File: src/rtl/note_stream_tx.sv
`timescale 1ns/1ps
`default_nettype none
// +----------------------------------------------------------------------------+
// | note_stream_tx: snapshots the 12-slot note array on start and streams the  |
// | valid slots in ascending order over valid/ready. Optional feature macro:   |
// | NOTE_STREAM_TX_AMP_THRESHOLD_EN (adds minAmp amplitude filter).            |
// | Revision: 1.0                                                              |
// +----------------------------------------------------------------------------+
module note_stream_tx #(
  parameter int N     = 16,
  parameter int NOTES = 12,
  parameter int FPF   = 10
) (
  input  logic                         clk,
  input  logic                         rst,
  input  logic [NOTES-1:0][2*N:0]      notes,
`ifdef NOTE_STREAM_TX_AMP_THRESHOLD_EN
  input  logic [N-1:0]                 minAmp,
`endif
  input  logic                         start,
  output logic                         busy,
  output logic                         outValid,
  input  logic                         outReady,
  output logic [N-1:0]                 outPosition,
  output logic [N-1:0]                 outAmplitude,
  output logic [$clog2(NOTES)-1:0]     outIndex,
  output logic                         outLast,
  output logic                         frameDone,
  output logic [7:0]                   dropCount
);

  localparam int c_idx_w = $clog2(NOTES);
  localparam logic [NOTES-1:0] c_one = {{(NOTES-1){1'b0}}, 1'b1};

  // Position is fixed point with FPF fractional bits; it is passed through untouched.
  if (FPF > N) begin : g_fpf_check
    $error("FPF must not exceed N");
  end

  typedef enum logic [0:0] {ST_IDLE = 1'b0, ST_SEND = 1'b1} state_t;

  state_t             r_state;
  logic [NOTES-1:0]   r_mask;
  logic [N-1:0]       r_pos [NOTES];
  logic [N-1:0]       r_amp [NOTES];

  logic [NOTES-1:0]   w_cap_mask;
  logic [NOTES-1:0]   w_rem;
  logic [NOTES-1:0]   w_sel_mask;
  logic [NOTES-1:0]   w_sel_rest;
  logic [c_idx_w-1:0] w_sel_idx;
  logic [N-1:0]       w_sel_pos;
  logic [N-1:0]       w_sel_amp;
  logic               w_hs;

  function automatic logic [c_idx_w-1:0] f_lowest(input logic [NOTES-1:0] m);
    f_lowest = '0;
    for (int i = NOTES - 1; i >= 0; i--) begin
      if (m[i]) f_lowest = c_idx_w'(i);
    end
  endfunction

  always_comb begin
    w_cap_mask = '0;
    for (int i = 0; i < NOTES; i++) begin
`ifdef NOTE_STREAM_TX_AMP_THRESHOLD_EN
      w_cap_mask[i] = notes[i][0] && (notes[i][N:1] >= minAmp);
`else
      w_cap_mask[i] = notes[i][0];
`endif
    end
  end

  // r_mask still contains the slot being presented; w_rem is what is left after it.
  assign w_hs       = outValid && outReady;
  assign w_rem      = r_mask & ~(c_one << outIndex);
  assign w_sel_mask = (r_state == ST_IDLE) ? w_cap_mask : w_rem;
  assign w_sel_idx  = f_lowest(w_sel_mask);
  assign w_sel_rest = w_sel_mask & ~(c_one << w_sel_idx);

  // The first beat of a frame comes straight from the inputs being captured.
  always_comb begin
    w_sel_pos = r_pos[w_sel_idx];
    w_sel_amp = r_amp[w_sel_idx];
    if (r_state == ST_IDLE) begin
      w_sel_pos = notes[w_sel_idx][2*N:N+1];
      w_sel_amp = notes[w_sel_idx][N:1];
    end
  end

  always_ff @(posedge clk or posedge rst) begin
    if (rst) begin
      r_state      <= ST_IDLE;
      r_mask       <= '0;
      busy         <= 1'b0;
      outValid     <= 1'b0;
      outPosition  <= '0;
      outAmplitude <= '0;
      outIndex     <= '0;
      outLast      <= 1'b0;
      frameDone    <= 1'b0;
      dropCount    <= '0;
      for (int i = 0; i < NOTES; i++) begin
        r_pos[i] <= '0;
        r_amp[i] <= '0;
      end
    end else begin
      frameDone <= 1'b0;
      if (start && (r_state == ST_SEND) && (dropCount != 8'hFF))
        dropCount <= dropCount + 8'd1;

      case (r_state)
        ST_IDLE: begin
          if (start) begin
            for (int i = 0; i < NOTES; i++) begin
              r_pos[i] <= notes[i][2*N:N+1];
              r_amp[i] <= notes[i][N:1];
            end
            r_mask <= w_cap_mask;
            if (w_cap_mask != '0) begin
              r_state      <= ST_SEND;
              busy         <= 1'b1;
              outValid     <= 1'b1;
              outIndex     <= w_sel_idx;
              outPosition  <= w_sel_pos;
              outAmplitude <= w_sel_amp;
              outLast      <= (w_sel_rest == '0);
            end else begin
              frameDone <= 1'b1;
            end
          end
        end
        ST_SEND: begin
          if (w_hs) begin
            r_mask <= w_rem;
            if (w_rem == '0) begin
              r_state   <= ST_IDLE;
              busy      <= 1'b0;
              outValid  <= 1'b0;
              frameDone <= 1'b1;
            end else begin
              outIndex     <= w_sel_idx;
              outPosition  <= w_sel_pos;
              outAmplitude <= w_sel_amp;
              outLast      <= (w_sel_rest == '0);
            end
          end
        end
        default: r_state <= ST_IDLE;
      endcase
    end
  end

endmodule
`default_nettype wire

File: config.mk
export PLATFORM = sky130hd
export DESIGN_NAME = note_stream_tx
export DESIGN_NICKNAME = d
export VERILOG_FILES = /design/src/rtl/note_stream_tx.sv
export SDC_FILE = /design/constraint.sdc
export NUM_CORES = 1
export LEC_CHECK = 0
export ABC_AREA = 1
export CAP_MARGIN = 25
export CORE_ASPECT_RATIO = 0.6
export CORE_MARGIN = 2
export CORE_UTILIZATION = 30
export DETAILED_ROUTE_END_ITERATION = 10
export SYNTH_ARGS = -nofsm -noshare
export SYNTH_HDL_FRONTEND = slang
export SYNTH_SLANG_ARGS = --single-unit
File: constraint.sdc
create_clock -name clk -period 16.65 [get_ports clk]
set_clock_uncertainty 0.2 [all_clocks]
set_input_delay 3.33 -clock clk [delete_from_list [all_inputs] [get_ports clk]]
set_output_delay 3.33 -clock clk [all_outputs]
set_load 0.03 [all_outputs]
# == Word-level counts from Yosys, hierarchy flattened ==
# Index checks and enable logic that the tools add are counted.
# word_totals
ram_bits,0
output_inout_bits,48
memories,0
register_bits,444
romBits,0
latch_bits,0
wordCells,121
# classes
reduce_logical,10
bitwise,6
shift,2
add_sub_neg,1
order_cmp,2
div,0
muxes,61
n_eq_ne,6
multipliers,0
# op_table
op,count
2-to-1 mux 16 bit,14
binary-select mux 33 bit (select 4 bit),1
binary-select mux 16 bit (select 4 bit),2
2-to-1 mux 4 bit,16
one-hot mux 16 bit (2 select lines),2
2-to-1 mux 12 bit,3
2-to-1 mux 33 bit,1
bitwise AND 12 bit,2
logical NOT 12 bit,2
NOT 12 bit,2
one-hot mux 12 bit (2 select lines),1
"left shift 1 x 4 -> 12 bit, first input constant",2
2-to-1 mux 1 bit,16
nonzero test 12 bit,1
"adder 8 x 1 -> 8 bit, second input constant",1
"!= test 8 bit, second input constant",1
one-hot mux 1 bit (2 select lines),4
one-hot mux 4 bit (2 select lines),1
AND reduction 4 bit,2
"!= test 2 x 1 -> 1 bit, second input constant",3
">= comparator 5 bit, second input constant",1
"< comparator 4 x 5 -> 1 bit, second input constant",1
NOT 4 -> 5 bit,1
"!= test 2 bit, second input constant",2
3 further kinds,6

# == Logic depth before layout (Yosys ltp) ==
# Gate-level depths: netlist (run 1).
# depth
depth_word,24
ltp_mapped,26
mapped_depth_nobuf,24

# == Worst setup path before layout (run 1) ==
# Ideal clock, no wire load.
# synth_path
path_type,input to register
from,in notes[330] (netlist name)
to,reg outAmplitude[0]
setup_time_ps,117
required_ps,16333
path_slack_ps,11323
path_stages,18
t_arrival_ps,5010
cell_sequence,nand2_1 -> and2_1 -> nand2_1 -> nand3_1 -> nand2_1 -> nand2_1 -> a21oi_4 -> inv_2 -> nand2_4 -> inv_2 -> buf_4 -> buf_4 -> nand2_1 -> nand3_1 -> nand3_1 -> nand2_1 -> nand2_1 -> nand2_1
# synth_via
elab_chain_cells,20
word_cells_on_any_way,27
classes_between,eq/ne (1); mux (23); bitwise (1); reduce/logical (2)
# synth_rtl
element,line,rtl
from (decl),16,"input logic [NOTES-1:0][2*N:0] notes,"
2-to-1 mux 12 bit,77,assign w_sel_mask = (r_state == ST_IDLE) ? w_cap_mask : w_rem;
2-to-1 mux 4 bit (11 in series),59,if (m[i]) f_lowest = c_idx_w'(i);
NOT 4 -> 5 bit (implied by the code),84,w_sel_amp = r_amp[w_sel_idx];
binary-select mux 16 bit (select 4 bit),84,
2-to-1 mux 16 bit (implied by the code) (2 in series),84,
2-to-1 mux 16 bit,85,if (r_state == ST_IDLE) begin
2-to-1 mux 16 bit (on tied branches),"136, 120",
2-to-1 mux 16 bit (on tied branches),"134, 114",
one-hot mux 16 bit (2 select lines),112,case (r_state)
to (signal assigned),126,outAmplitude <= w_sel_amp;
to (signal assigned),144,outAmplitude <= w_sel_amp;
to (decl),25,"output logic [N-1:0] outAmplitude,"
# Several ways; a longest one is shown, not always the timed one. The select of a mux whose other input is x is not followed.
# A chain may end at the register's enable or synchronous reset.

# == Final worst setup path (run 1) ==
# layout_path
from,in notes[330] (netlist name)
to,reg outAmplitude[10]
# Same word-level chain as after synthesis.

==> results.ini, run 1 <==
[outcome]
status=complete, no violations

[route]
routed-via-count=23801
wl_met1_mm=45.38
routed-wl-met2_mm=41.10
dr.pass1.iters=5
vias_per_cell=4.888
drt_drc_violations_left=0
dr_wl_met3_mm=7.960
dr.max_layer_used=met5
ant_nets=0
routedWlPerCell_um=19.87
wl_mm=96.73
drt_iter0_drc=2648

[floorplan]
num_rows=80
pin_count=448
dieArea_sq_um=82020
die_w_um=368.4
die_h_um=222.6
coreArea_sq_um=79180
initial_utilization_pct=30.19

[setup_path]
crit_required_ns=16.93
cp-end-kind=flop
start_kind=primary input
path_cells=clkdlybuf4s50_1 > nand2_1 > and2_1 > nand2_1 > nand3_1 > nand2_1 > nand2_1 > a21oi_4 > buf_4 > buf_4 > inv_2 > nand2_4 > inv_6 > buf_4 > nand2_1 > nand3_1 > nand3_1 > nand2_1 > nand2_1 > nand2_1
crit_path_top_delay_cell=buf_4
crit_type=in2reg
path_common_cell=nand2_1
cpPeakStageDelay_ns=0.68
critPathMaxFanout=78
crit_arrival_ns=8.24

[finish]
mostFrequentLayoutCell=nand2_1
area_growth_syn_to_layout_pct=28.46
final_cell_mix=1422 x nand2_1, 447 x clkdlybuf4s50_1, 443 x dfrtp_1, 362 x nand3_1, 335 x o21ai_0
layout.cells.non_filler=4869
utilization_pct=38.78
nets=4162
drive_gt1_share_pct=3.556

[cts]
clock_latency_ns=0.61
root_buffer=clkbuf_16
postCtsResizedCells=0
cts_inserted_buffers=47
clockBufferDepth=3
holdBufCountCts=0
clkSinkCount=444
cts_setup_buffers=0
cts_tree=built
clkTransAtPathRegs_ns=0.06
cts_max_level=2

[synth]
syn_area_sq_um=23900
synth_area_per_cell_sq_um=6.928
ys.flop_type=dfrtp_1
synth_edf_count=0
syn_nets=3851
netlist_instances=3450
ys_ff_latch=444
yosysWarningCount=0
yosysSeqAreaShare_pct=46.48
synth_cell_type_count=39
synthArstFlopShare_pct=100.0

[pwr]
power_mw=7.864
power_density_nw_per_um2=256.1
vdd_ir_drop_max_mv=0.2114
pwr-share-seq_pct=24.5
combPwrFrac_pct=61.2
leakagePower_nw=14.95
swShare_pct=54.15
p_clk_share_pct=14.4
intPower_mw=3.606
p_switching_mw=4.258

[timing]
slew_headroom_pct=25.02
rsz0062_at_grt=false
min_period_ns=7.965
worst_pin_slew_ns=1.125
setup_viol_count_final=0
slew_violations=0
hold_viol=0
timing.fmax_mhz=125.5
tns_ns=0
post-route-period-util_pct=47.84

[grt]
track_usage_pct=23.37
grt_overflow=0
grt_max_degree=149
grt_pass1_vias=22965
grt_pass1_wl_mm=146.4
antenna_found_initial=15

[placed_design]
place_inst=4777
port-buffer-count=447
place_congestion=0.8743
dp_hpwl_mm=65.14

[job]
maxCapViolations=0

[min_path]
worstHoldPathType=reg2reg

==> cell families after synthesis <==
kind of cell | after synthesis | synth area share [%]
adder cells (fa/ha/maj) | 1 | 0.05234
buffers and inverters | 512 | 8.726
AO/OA/AOI/OAI | 458 | 9.915
flip-flops | 444 | 46.48
AND/OR/NAND/NOR | 2028 | 34.57
XOR/XNOR | 7 | 0.2565
==> layer usage <==
| metal | global-route usage, % | vias to the layer above |
|---|---|---|
| met3 | 5.441 | 148 |
| met1 | 34.13 | 11207 |
| met4 | 6.004 | 16 |
| li1 | - | 11481 |
| met2 | 34.51 | 949 |
| met5 | 0 | - |
==> synthesized netlist by cell type, types with 2 or more instances <==
| library cell | number | area, sq um |
|---|---|---|
| nand2_4 | 2 | 22.52 |
| o21a_1 | 6 | 45.04 |
| and3_1 | 2 | 12.51 |
| nand3_1 | 362 | 1812 |
| buf_6 | 4 | 45.04 |
| inv_1 | 286 | 1074 |
| dfrtp_1 | 444 | 11110 |
| nand2_2 | 3 | 18.77 |
| nor4_1 | 3 | 18.77 |
| nor2_2 | 2 | 12.51 |
| nor2_1 | 190 | 713.2 |
| nand2_1 | 1423 | 5341 |
| buf_2 | 43 | 215.2 |
| xor2_1 | 5 | 43.79 |
| o21ai_0 | 335 | 1677 |
| inv_2 | 5 | 18.77 |
| buf_4 | 21 | 157.7 |
| clkbuf_1 | 138 | 518.0 |
| nor3_1 | 3 | 15.01 |
| nand3b_1 | 15 | 112.6 |
| a211oi_1 | 4 | 30.03 |
| o21ai_1 | 8 | 40.04 |
| buf_1 | 10 | 37.54 |
| xnor2_1 | 2 | 17.52 |
| a21oi_1 | 88 | 440.4 |
| nand4_1 | 18 | 112.6 |
| o21ai_2 | 3 | 26.28 |
| o211ai_1 | 11 | 82.58 |
| clkinv_1 | 4 | 15.01 |
==> critical path, delay by kind of cell <==
kind                   cells  cell delay (ns)
AND/OR/NAND/NOR           13             1.99
AO/OA/AOI/OAI              1             0.13
buffers and inverters      6             2.59
==> worst paths after layout <==
kind	from	end	slack (ns)	cells past startpoint
min reg2reg	r_pos[112]	r_pos[112]	0.28	2
max in group asynchronous	rst	r_state	10.23	6
max	notes[330]	outAmplitude[10]	8.68	20
min	r_pos[112]	r_pos[112]	0.28	2
max reg2reg	r_state	outAmplitude[10]	9.84	20
min in group asynchronous	rst	r_pos[146]	3.08	2
==> sequential cells by signal (all words and copies together), names as in the netlist <==
signal and flops:
dropCount 8, outPosition 16, outIndex 4, frameDone 1
r_state 1, outValid 1, r_pos 192, outLast 1
r_amp 192, r_mask 12, outAmplitude 16
==> per-stage QoR <==
stage          cell area (sq um)  hold WS (ns)  setup slack [ns]
6_report                   30700        0.2779             8.685
5_1_grt                    30690        0.2902             8.474
4_1_cts                    30660        0.2815             8.785
3_5_place_dp               29060        0.2651             8.151
3_3_place_gp               29030        0.2628             8.316
2_1_floorplan              23900        0.2491            0.7481
==> cell type report <==
type	count	area, sq um
fillers	8291	48470
flip-flops and latches	444	11110
multi-input cells	2494	10740
repair buffers	479	4767
well taps	1066	1334
clock buffers	63	1306
inverters	295	1131
clock inverters	21	292.8
diodes	7	17.52
==> power groups by stage <==
stage / Sequential (mW) / Clock (mW) / Combinational (mW)
floorplan: 1.90 / 0 / 3.19
global placement: 1.92 / 0 / 4.76
detailed placement: 1.92 / 0 / 4.81
CTS: 1.91 / 1.16 / 4.82
global route: 1.98 / 1.20 / 5.36
finish: 1.92 / 1.13 / 4.81
Power figures use the tool's default switching activity.
==> run 2, diff against run 1 <==
- clock period: 16.65 -> 8.25 ns (I/O delays scaled with it)
==> run 2 against run 1 <==
Sequential share of layout area grew 0.071 points. Final area decreased by 0.20%. Die area unchanged. Core utilization is 0.076 points lower. Register-to-register slack got worse by 7.0 ns. Global-route usage is 0.11 points higher. Sequential power rose by 100%. Non-clock buffer count up 3. Largest cell class unchanged.
==> results.ini, run 2 (same netlist as run 1, synthesis figures left out) <==
[timing]
tns_ns=0  ; unchanged
timing.fmax_mhz=184.6
slew_headroom_pct=29.87  ; +4.9 points
setup_viol_count_final=0  ; unchanged
hold_viol=0  ; unchanged
hold_slack_ns=0.2781  ; +0.0002810 ns
post-route-period-util_pct=65.65
min_period_ns=5.416
rsz0062_at_grt=false
worst_pin_slew_ns=1.052  ; -0.07282 ns
setup_slack_ns=2.834  ; -5.851 ns
slew_violations=0  ; unchanged

[route]
drt_drc_violations_left=0  ; unchanged
routedWlPerCell_um=19.92  ; +0.30%
vias_per_cell=4.902  ; +0.28%
routed-via-count=23867  ; +0.28%
dr.pass1.iters=8  ; +3
drt_iter0_drc=2516  ; -5.0%
ant_nets=0  ; unchanged
wl_mm=97.01  ; +0.30%

[setup_path]
regToRegStartpoint=r_state
cp-end-kind=flop
start_kind=flop
crit_type=reg2reg
crit_required_ns=8.59  ; -8.34 ns
critPathMaxFanout=67  ; -14%
critPathLaunch=r_state
crit_arrival_ns=5.76  ; -2.48 ns

[pwr]
power_mw=15.58  ; +98%
power_density_nw_per_um2=508.5  ; +99%
leakagePower_nw=14.92  ; -0.17%
vdd_ir_drop_max_mv=0.4053  ; +92%

[floorplan]
die_w_um=368.4  ; unchanged
coreArea_sq_um=79180  ; unchanged
pin_count=448  ; unchanged
die_h_um=222.6  ; unchanged
dieArea_sq_um=82020  ; unchanged
num_rows=80  ; unchanged
initial_utilization_pct=30.19  ; unchanged

[finish]
final_cell_mix=1422 x nand2_1, 447 x clkdlybuf4s50_1, 443 x dfrtp_1, 362 x nand3_1, 335 x o21ai_0
utilization_pct=38.70  ; -0.076 points
area_growth_syn_to_layout_pct=28.20
layout.cells.non_filler=4869  ; unchanged
fin_area_sq_um=30640  ; -0.20%
drive_gt1_share_pct=3.422  ; -0.13 points
top_regs=r_amp x192, r_pos x192
fillerInstances=8236  ; -0.66%
mostFrequentLayoutCell=nand2_1
nets=4166  ; +0.096%

[cts]
clockBufferDepth=3  ; unchanged
clkSinkCount=444  ; unchanged
holdBufCountCts=0  ; unchanged
clock_latency_ns=0.60  ; about the same
root_buffer=clkbuf_16
clkTransAtPathRegs_ns=0.07  ; about the same
cts_tree=built
cts_max_level=2  ; unchanged
postCtsResizedCells=0  ; unchanged
cts_setup_buffers=0  ; unchanged
cts_inserted_buffers=48  ; +2.1%

[outcome]
status=complete, no violations

[grt]
grt_pass1_wl_mm=146.7  ; +0.17%
grt_overflow=0  ; unchanged
antenna_found_initial=10  ; -5
grt_pass1_vias=22909  ; -0.24%
track_usage_pct=23.48  ; +0.11 points
grt_max_degree=175  ; +17%

[placed_design]
place_area_sq_um=29120  ; +0.22%
place_inst=4781  ; +0.084%
dp_hpwl_mm=66.46  ; +2.0%
dpl_worst_slack_ns=2.417  ; -5.734 ns
port-buffer-count=447  ; unchanged
place_congestion=0.8973  ; +2.6%

[job]
maxCapViolations=0  ; unchanged

[min_path]
worstHoldPathType=reg2reg
hp-start=r_amp[107]

-- run 2: changes by cell type in the layout (fill, tap and decap cells not counted), sizes merged --
| cell | delta |
|---|---|
| clkbuf | +11 |
| clkinv | -5 |
| bufinv | -4 |
| buf | +3 |
| diode | -3 |
| clkinvlp | -1 |
| inv | -1 |
-- run 2: where the power goes --
part,switching (mW),internal [mW],total [mW]
combinational,6.71,2.80,9.51
sequential,0.670,3.22,3.89
clock,0.958,1.23,2.18
total,8.34,7.25,15.6
-- run 2: area by class of cell --
class                           instances  area (sq um)  area share (%)
Tap cell                             1066          1334           4.353
Sequential cell                       444         11110           36.27
Antenna cell                            4         10.01         0.03267
Multi-Input combinational cell       2494         10740           35.05
Inverter                              295          1127           3.679
Clock buffer                           74          1400           4.569
Timing Repair Buffer                  482          4807           15.69
Clock inverter                         10         110.1          0.3593
-- run 2: path summary, 6_finish.rpt --
check	endpoint	slack (ns)	cells after the start
worst max register to register	outPosition[11]	2.83	22
worst max-delay path	outPosition[11]	2.83	22
max in group asynchronous	r_pos[22]	5.26	4
worst min-delay path	r_amp[107]	0.28	2
worst min register to register	r_amp[107]	0.28	2
min in group asynchronous	r_pos[112]	1.19	2
-- run 2: layer usage --
| layer | wire (um) | global-route usage (%) | part of all wire [%] |
|---|---|---|---|
| met3 | 8452 | 5.418 | 8.7 |
| met2 | 41300 | 34.84 | 43 |
| met1 | 44230 | 33.67 | 46 |
| met4 | 2962 | 7.426 | 3.1 |
| met5 | 69 | 0 | 0.071 |
-- run 2: critical path, cell delays in order, from the launching register on --
cell     delay, ns
dfrtp_4       0.77
buf_4         0.80
nand2_1       0.16
o21ai_2       0.15
nand2_1       0.09
nand2_1       0.06
nand2_1       0.05
nand2_1       0.06
nand2_1       0.05
nand2_1       0.08
nand2_2       0.11
nand2_4       0.42
nand2_4       0.18
nand2_8       0.16
nand2_4       0.19
inv_6         0.47
buf_16        0.33
nand2_1       0.08
nand3_1       0.09
nand3_1       0.37
nand2_1       0.16
inv_1         0.09
nand2_1       0.07
